`config.mk`:
```
export PLATFORM = sky130hd
export DESIGN_NAME = tdm_demux_4ch
export DESIGN_NICKNAME = d
export VERILOG_FILES = /design/src/rtl/tdm_demux_4ch.sv
export SDC_FILE = /design/constraint.sdc
export NUM_CORES = 1
export LEC_CHECK = 0
export ABC_AREA = 1
export BUFFER_PORTS_ARGS = -buffer_cell sky130_fd_sc_hd__buf_2
export CELL_PAD_IN_SITES_DETAIL_PLACEMENT = 0
export CELL_PAD_IN_SITES_GLOBAL_PLACEMENT = 1
export CORE_ASPECT_RATIO = 0.7
export CORE_MARGIN = 4
export CORE_UTILIZATION = 30
export DETAILED_ROUTE_END_ITERATION = 10
export PLACE_DENSITY_LB_ADDON = 0.1
export SETUP_SLACK_MARGIN = 0.1
export SYNTH_ARGS = -nofsm -noshare
export SYNTH_HDL_FRONTEND = slang
export SYNTH_SLANG_ARGS = --single-unit
```
`constraint.sdc`:
```
create_clock -name clk -period 1.2 [get_ports clk]
set_input_delay 0.24 -clock clk [delete_from_list [all_inputs] [get_ports clk]]
set_output_delay 0.24 -clock clk [all_outputs]
set_load 0.05 [all_outputs]
```
`src/rtl/tdm_demux_4ch.sv`:
```
// Time-division demultiplexer: collects NCH sof-aligned beats into shadow slots and
// publishes the complete frame in parallel, flagging frames cut short by an early sof.
module tdm_demux_4ch #(
    parameter int unsigned WIDTH = 8,
    parameter int unsigned NCH   = 4
) (
    input  logic                 clk,
    input  logic                 rst_n,
    input  logic [WIDTH-1:0]     din,
    input  logic                 din_valid,
    input  logic                 sof,
    output logic [NCH*WIDTH-1:0] dout,
    output logic                 frame_valid,
    output logic                 busy,
    output logic                 sync_err,
    output logic [7:0]           err_cnt
);

    localparam int unsigned CW = (NCH > 1) ? $clog2(NCH) : 1;

    typedef enum logic {
        StHunt,
        StRecv
    } state_e;

    state_e                          r_state;
    logic [CW-1:0]                   r_cnt;
    // Slots 0..NCH-2 only; the last word goes straight from din into dout.
    logic [NCH-2:0][WIDTH-1:0]       r_shadow;
    logic [NCH*WIDTH-1:0]            r_dout;
    logic                            r_frame_valid;
    logic                            r_busy;
    logic                            r_sync_err;
    logic [7:0]                      r_err_cnt;

    logic                            w_last_slot;

    assign w_last_slot = (r_cnt == CW'(NCH - 1));

    always_ff @(posedge clk or negedge rst_n) begin
        if (!rst_n) begin
            r_state       <= StHunt;
            r_cnt         <= '0;
            r_shadow      <= '0;
            r_dout        <= '0;
            r_frame_valid <= 1'b0;
            r_busy        <= 1'b0;
            r_sync_err    <= 1'b0;
            r_err_cnt     <= 8'd0;
        end else begin
            r_frame_valid <= 1'b0;
            r_sync_err    <= 1'b0;
            if (din_valid) begin
                unique case (r_state)
                    StHunt: begin
                        // Words seen before the first sof are dropped silently.
                        if (sof) begin
                            r_shadow[0] <= din;
                            r_cnt       <= CW'(1);
                            r_state     <= StRecv;
                            r_busy      <= 1'b1;
                        end
                    end
                    StRecv: begin
                        if (sof) begin
                            // Early sof: drop the partial frame and restart on this beat.
                            r_sync_err  <= 1'b1;
                            r_err_cnt   <= r_err_cnt + 8'd1;
                            r_shadow[0] <= din;
                            r_cnt       <= CW'(1);
                        end else if (w_last_slot) begin
                            r_dout        <= {din, r_shadow};
                            r_frame_valid <= 1'b1;
                            r_cnt         <= '0;
                            r_state       <= StHunt;
                            r_busy        <= 1'b0;
                        end else begin
                            r_shadow[r_cnt] <= din;
                            r_cnt           <= r_cnt + CW'(1);
                        end
                    end
                    default: begin
                        r_state <= StHunt;
                        r_busy  <= 1'b0;
                    end
                endcase
            end
        end
    end

    assign dout        = r_dout;
    assign frame_valid = r_frame_valid;
    assign busy        = r_busy;
    assign sync_err    = r_sync_err;
    assign err_cnt     = r_err_cnt;

endmodule

```
Word-level counts from Yosys, hierarchy flattened
Cells that the tools add are included.
{"block": "word_totals", "input_bits": 12, "register_bits": 70, "elab_cells": 54, "out_inout_bits": 43}
{"block": "op_classes", "order_cmp": 2, "mux": 25, "n_eq_ne": 5, "n_addsub": 2, "bitwise_logic": 3, "n_reduce_logical": 7}
{"op": "$mux 8", "count": 4}
{"op": "$bwmux 24", "count": 1}
{"op": "$demux 8 s2", "count": 1}
{"op": "$pmux 8 s2", "count": 1}
{"op": "$mux 1", "count": 12}
{"op": "$reduce_and 4->1", "count": 3}
{"op": "$add 8x1->8 const B", "count": 1}
{"op": "$mux 2", "count": 3}
{"op": "$reduce_and 3->1", "count": 2}
{"op": "$ne 2x2->1 const B", "count": 2}
{"op": "$pmux 1 s2", "count": 2}
{"op": "$pmux 2 s2", "count": 1}
{"op": "$lt 2x3->1 const B", "count": 1}
{"op": "$ne 3x3->1 const B", "count": 1}
{"op": "$not 1->1", "count": 3}
{"op": "$add 2x1->2 const B", "count": 1}
{"op": "$eq 2x2->1 const B", "count": 1}
{"op": "$ge 2x1->1 const B", "count": 1}
{"op": "$ne 2x1->1 const B", "count": 1}
{"op": "$reduce_and 2->1", "count": 1}
{"op": "$logic_and 1x1->1", "count": 1}

Longest topological paths before layout
{"block": "logic_depth", "word_depth": 8, "ltp_mapped": 8, "depth_no_buf": 7}

Worst setup path after synthesis
OpenSTA, ideal clock, no wires.
{"block": "synth_timing", "path_kind": "reg-to-reg", "startpoint": "reg r_err_cnt[0] (netlist: err_cnt[0])", "endpoint": "reg r_err_cnt[6] (netlist: err_cnt[6])", "required_time_ns": 1.087, "setup_time_ns": 0.113, "slack_ns": -0.263, "period_less_slack_ns": 1.463, "path_buffers": 0, "path_stages_with_launch": 7, "arrival_ns": 1.350, "path_cell_list": "dfrtp_1 > ha_1 > nand3_1 > nor2_1 > nand3_1 > nand2_1 > inv_1"}
{"block": "synth_between", "elab_chain_cells": 1}
{"item": "from (decl)", "line_no": "34", "source": "logic [7:0] r_err_cnt;"}
{"item": "from (signal assigned)", "line_no": "68", "source": "r_err_cnt <= r_err_cnt + 8'd1;"}
{"item": "$add 8x1->8", "line_no": "68"}
Every way passes these cells.
A chain may end at the register's enable or synchronous reset.

Worst setup path after layout
{"block": "layout_timing", "startpoint": "reg r_cnt[0]", "endpoint": "reg r_shadow[8] (netlist name)"}
{"block": "layout_between", "elab_chain_cells": 5, "word_cells_on_any_way": 9, "cone_classes": "order compare (2); eq/ne (1); mux (3); bitwise (1); reduce/logical (2)"}
{"item": "from (decl)", "line_no": "27", "source": "logic [CW-1:0] r_cnt;"}
{"item": "from (signal assigned)", "line_no": "79", "source": "r_cnt <= r_cnt + CW'(1);"}
{"item": "$lt 2x3->1 (not written as such) / $ge 2x1->1 (equally long branches)", "line_no": "78", "source": "r_shadow[r_cnt] <= din;"}
{"item": "$logic_and 1x1->1 (not written as such)", "line_no": "78"}
{"item": "$mux 8 (not written as such)", "line_no": "78"}
{"item": "$demux 8 s2", "line_no": "78"}
{"item": "$bwmux 24", "line_no": "78"}
{"item": "to (signal, indexed assignment)", "line_no": "78"}
{"item": "to (decl)", "line_no": "29", "source": "logic [NCH-2:0][WIDTH-1:0] r_shadow;"}
Parallel ways exist; a longest one is shown, timed or not.

==> results <==
- The clock network power share is 0.196.
- The floorplan step set the die height to 90.4 um.
- The count of fill cells added during filler insertion is 880.
- Of the available clock period, the critical path in the final layout requires 1.08.
- Timing would allow up to 0.768 GHz.
- 0 antenna diodes ended up in the layout.
- Of the cells placed in the final design, the portion with a size suffix greater than 1 is 0.485.
- The max-capacitance violation count is 0.
- Once detailed placement completed, the half-perimeter wirelength came to 4910 um.
- The share of Yosys cell area claimed by the top area cell type is 0.601.
- Setup violations remaining at the end of the flow were counted as 49.
- The per-cell routed wire length is 14.6 um.
- The setup slack of the critical path after layout is -102 ps.
- The run finished, with violations left.
- The worst register-to-register path has a setup slack of -100 ps.
- The floorplan row count is 29.
- OpenSTA, run right after detailed placement, puts the worst setup slack at -107 ps.
- The worst-case headroom to the max-slew limit is 0.765.
- The portion of total power attributed to sequential cells is 0.299.
- For this design, the sink count on the clock tree is 70.
- The standby leakage power is 2.42 nW.
- The relative contribution of combinational cells to total power is 0.506.
- The count of H-tree levels built during CTS is 3.
- For the final routed database, the setup TNS stands at -2670 ps.
- The worst setup path is launched from a register.
- The sequential element share of the synthesized area is 0.601.
- The checks that failed: setup timing.
- The power dissipated by switching net loads is 5.69 mW.
- After the last flow step, the layout net total stands at 446.
- Setup repair after global routing could not meet its margin everywhere.
- The number of primary I/O pins is 55.
- The maximum fanout encountered on the critical timing path is 8.
- Measured along the x axis, the die boundary spans 126 um.
- The path category of the worst min-delay check is in -> reg.
- Counting every net in the synthesized netlist gives 323.
- The clock buffer count from CTS is 9.
- The length of the first detailed-routing pass in iterations is 4.
- The sort of element at the end of the critical path is a register.
- The register area is 1760 sq um.
- The maximum ir drop on the vdd rail is 0.00203 V.
- The initial utilization of the core area, before any placement, comes to 0.315.
- The number of antenna violations at the first check in global routing is 0.
- After routing the design area is 4780 sq um.
- In this run, distinct cell masters in the synthesized netlist total 22.
- The clock root buffer master is sky130_fd_sc_hd__clkbuf_16.
- The switching power share of the total is 0.413.
- The number of nets with antenna violations after detailed routing is 0.
- The number of global-route vias before repair is 2522.
- In this run the standard cell core region covers 9250 sq um.
- The maximum buffer depth of the clock tree is 2.
- The number of cells in the design after placement is 489.
- The worst endpoint required time is 1420 ps.
- The layout overhead on the synthesized area is 64.1%.
- The total count of hold-check failures in the final report was 0.
- By area the synthesized netlist is led by sky130_fd_sc_hd__dfrtp_1, sky130_fd_sc_hd__nand2_1, sky130_fd_sc_hd__o21ai_2.
- The area occupied by multi-input gates is 1240 sq um.
- The ratio of total power to cell area is 2880 nW/um^2.
- The summed instance area of the synthesized netlist is 2910 sq um.
- The first global-routing pass estimated 13200 um of wire.
- The routed design could run at a clock period as short as 1300 ps.
- STA puts the critical path data arrival time at 1520 ps.
- The average vias per placed instance is 4.39.
- The total die area is 11400 sq um.
- Across the routed clock network, the largest skew measured is 3.09 ps.
- Synthesis produced 305 cells.
- After synthesis the netlist holds a flip-flop and latch count of 70.
- The placer's final routability congestion estimate is 0.696.
- In this run the cell area measured after placement is 3530 sq um.
- The type of the setup path with the least slack is reg -> reg.
- The max-slew violation count is 0.
- Across every metal layer, demand over resource in global routing totals 0.147.
- The routed wire length is 8110 um.
- The total number of yosys warnings is 0.
- For the pin with the worst max-slew slack, the measured transition is 353 ps.
- The design draws 13.8 mW.
- The number of port buffers is 54.
- The post-route DRC violation count is 0.
- Internal power comes to 8.07 mW.
- Averaged over all synthesized cells, the footprint is 9.55 sq um.
- Detailed routing inserted a total of 2445 vias.
- The largest total area in the synthesized netlist belongs to sky130_fd_sc_hd__dfrtp_1.
- The overall overflow remaining after global route is 0.
- The clock-pin slew reported for the worst setup and hold paths after clock tree synthesis is 60 ps.
- After the first detailed-routing iteration, the DRC count stood at 116.
- The clock insertion delay at the later pin of the skew report is 330 ps.
- The post-route non-filler standard cell count is 557.
- Entering global routing, the biggest net connects 33 pins.
- The clock tree from TritonCTS is built.
-- path summary, 6_finish.rpt --
check / start / end / cells after the start
hold reg to reg: r_shadow[0]$_DFFE_PN0P_ / dout[0]$_DFFE_PN0P_ / 2
min in group asynchronous: rst_n / dout[8]$_DFFE_PN0P_ / 2
max in group asynchronous: rst_n / r_cnt[0]$_DFFE_PN0P_ / 3
setup reg to reg: r_cnt[0]$_DFFE_PN0P_ / r_shadow[8]$_DFFE_PN0P_ / 6
hold / removal: din[2] / r_shadow[2]$_DFFE_PN0P_ / 3
setup / recovery: r_cnt[0]$_DFFE_PN0P_ / r_shadow[8]$_DFFE_PN0P_ / 6
-- cells by family after synthesis --
logic type / Yosys count / share of synthesized area
and+or+nand+nor: 161 / 0.229
DFF: 70 / 0.601
buffers and inverters: 33 / 0.0597
AOI/OAI and AO/OA: 31 / 0.0726
adders and majority gates: 6 / 0.0258
xor gates and xnor gates: 4 / 0.0120
-- cells in the mapped netlist --
cell and instances:
sky130_fd_sc_hd__o21ai_2 15, sky130_fd_sc_hd__xor2_1 3, sky130_fd_sc_hd__nor2_2 2, sky130_fd_sc_hd__xnor2_1 1, sky130_fd_sc_hd__o21ai_1 9, sky130_fd_sc_hd__nand2_1 131
sky130_fd_sc_hd__o21ai_0 7, sky130_fd_sc_hd__ha_1 6, sky130_fd_sc_hd__nand3b_1 1, sky130_fd_sc_hd__inv_1 22, sky130_fd_sc_hd__nor2_1 4, sky130_fd_sc_hd__nand3_2 3
sky130_fd_sc_hd__nand3_1 16, sky130_fd_sc_hd__nand2_4 1, sky130_fd_sc_hd__buf_2 3, sky130_fd_sc_hd__inv_2 1, sky130_fd_sc_hd__buf_4 1, sky130_fd_sc_hd__buf_6 5
sky130_fd_sc_hd__inv_6 1, sky130_fd_sc_hd__dfrtp_1 70, sky130_fd_sc_hd__nor3_1 1, sky130_fd_sc_hd__nand2_2 2
-- registers in the layout (all words and copies together), names as in the netlist --
register,flops
sync_err,1
frame_valid,1
r_cnt,2
r_state,1
err_cnt,8
r_shadow,24
busy,1
dout,32
-- final cells by class --
class,instances,share of cell area
clock inverters,3,0.00890
inverters,24,0.0238
repair buffers,118,0.251
flip-flops and latches,70,0.369
clock buffers,13,0.0544
multi-input cells,205,0.260
well taps,124,0.0325
-- placed cells by master, fill, tap and decap left out, types with 2 or more instances in the layout --
cell and instances:
sky130_fd_sc_hd__inv_1 17, sky130_fd_sc_hd__buf_4 48, sky130_fd_sc_hd__nor2_2 2, sky130_fd_sc_hd__nor2_4 4, sky130_fd_sc_hd__xor2_1 3, sky130_fd_sc_hd__nand3_4 6
sky130_fd_sc_hd__nand2_8 2, sky130_fd_sc_hd__ha_4 3, sky130_fd_sc_hd__clkbuf_1 2, sky130_fd_sc_hd__buf_12 7, sky130_fd_sc_hd__o21ai_1 5, sky130_fd_sc_hd__buf_2 11
sky130_fd_sc_hd__o21ai_0 6, sky130_fd_sc_hd__nand3_1 12, sky130_fd_sc_hd__nand2_2 18, sky130_fd_sc_hd__inv_2 3, sky130_fd_sc_hd__ha_2 2, sky130_fd_sc_hd__dfrtp_2 10
sky130_fd_sc_hd__buf_6 40, sky130_fd_sc_hd__buf_8 9, sky130_fd_sc_hd__clkbuf_16 11, sky130_fd_sc_hd__nand2_1 114, sky130_fd_sc_hd__o21ai_2 20, sky130_fd_sc_hd__nand3_2 4
sky130_fd_sc_hd__inv_4 3, sky130_fd_sc_hd__dfrtp_1 60, sky130_fd_sc_hd__clkbuf_8 2
-- power groups by stage --
stage                     clock, mW  combinational [mW]  sequential, mW
after global placement            0                4.61            4.05
after detailed placement          0                4.66            4.05
final                          2.69                6.96            4.11
after floorplan                   0                1.63            5.90
after global routing           2.87                7.45            4.24
after CTS                      2.76                6.52            4.09
-- layer usage --
metal | vias to the layer above | routed length, um | global-route usage
li1 | 1213 | - | -
met1 | 1180 | 4090 | 0.205
met2 | 44 | 3580 | 0.213
met3 | 8 | 352 | 0.0485
met4 | 0 | 85 | 0.0509
met5 | - | 0 | 0
-- per-stage QoR --
step           utilization  hold slack, ps
2_1_floorplan            -           -55.6
3_3_place_gp         0.381             167
3_5_place_dp         0.381             167
4_1_cts              0.491             117
5_1_grt              0.517             126
6_report             0.517             128
-- timing repair --
| item | 4_1_cts | 5_1_grt |
|---|---|---|
| resized for setup | 117 | 25 |
| pin swaps | 10 | 19 |
| endpoints found under the hold margin | 11 | 0 |
| gates cloned | 2 | 4 |
| hold buffers | 1 | 0 |
| setup buffers | 34 | 11 |
| endpoints found under the setup margin | 107 | 108 |
-- worst max-delay path, cell delays in order (launching register included) --
cell	delay [ps]
sky130_fd_sc_hd__dfrtp_2	450
sky130_fd_sc_hd__ha_4	190
sky130_fd_sc_hd__nor2_4	100
sky130_fd_sc_hd__buf_12	140
sky130_fd_sc_hd__nand3_4	140
sky130_fd_sc_hd__nand2_1	110
sky130_fd_sc_hd__o21ai_2	50
No activity file was read; power rests on OpenSTA's default activity.
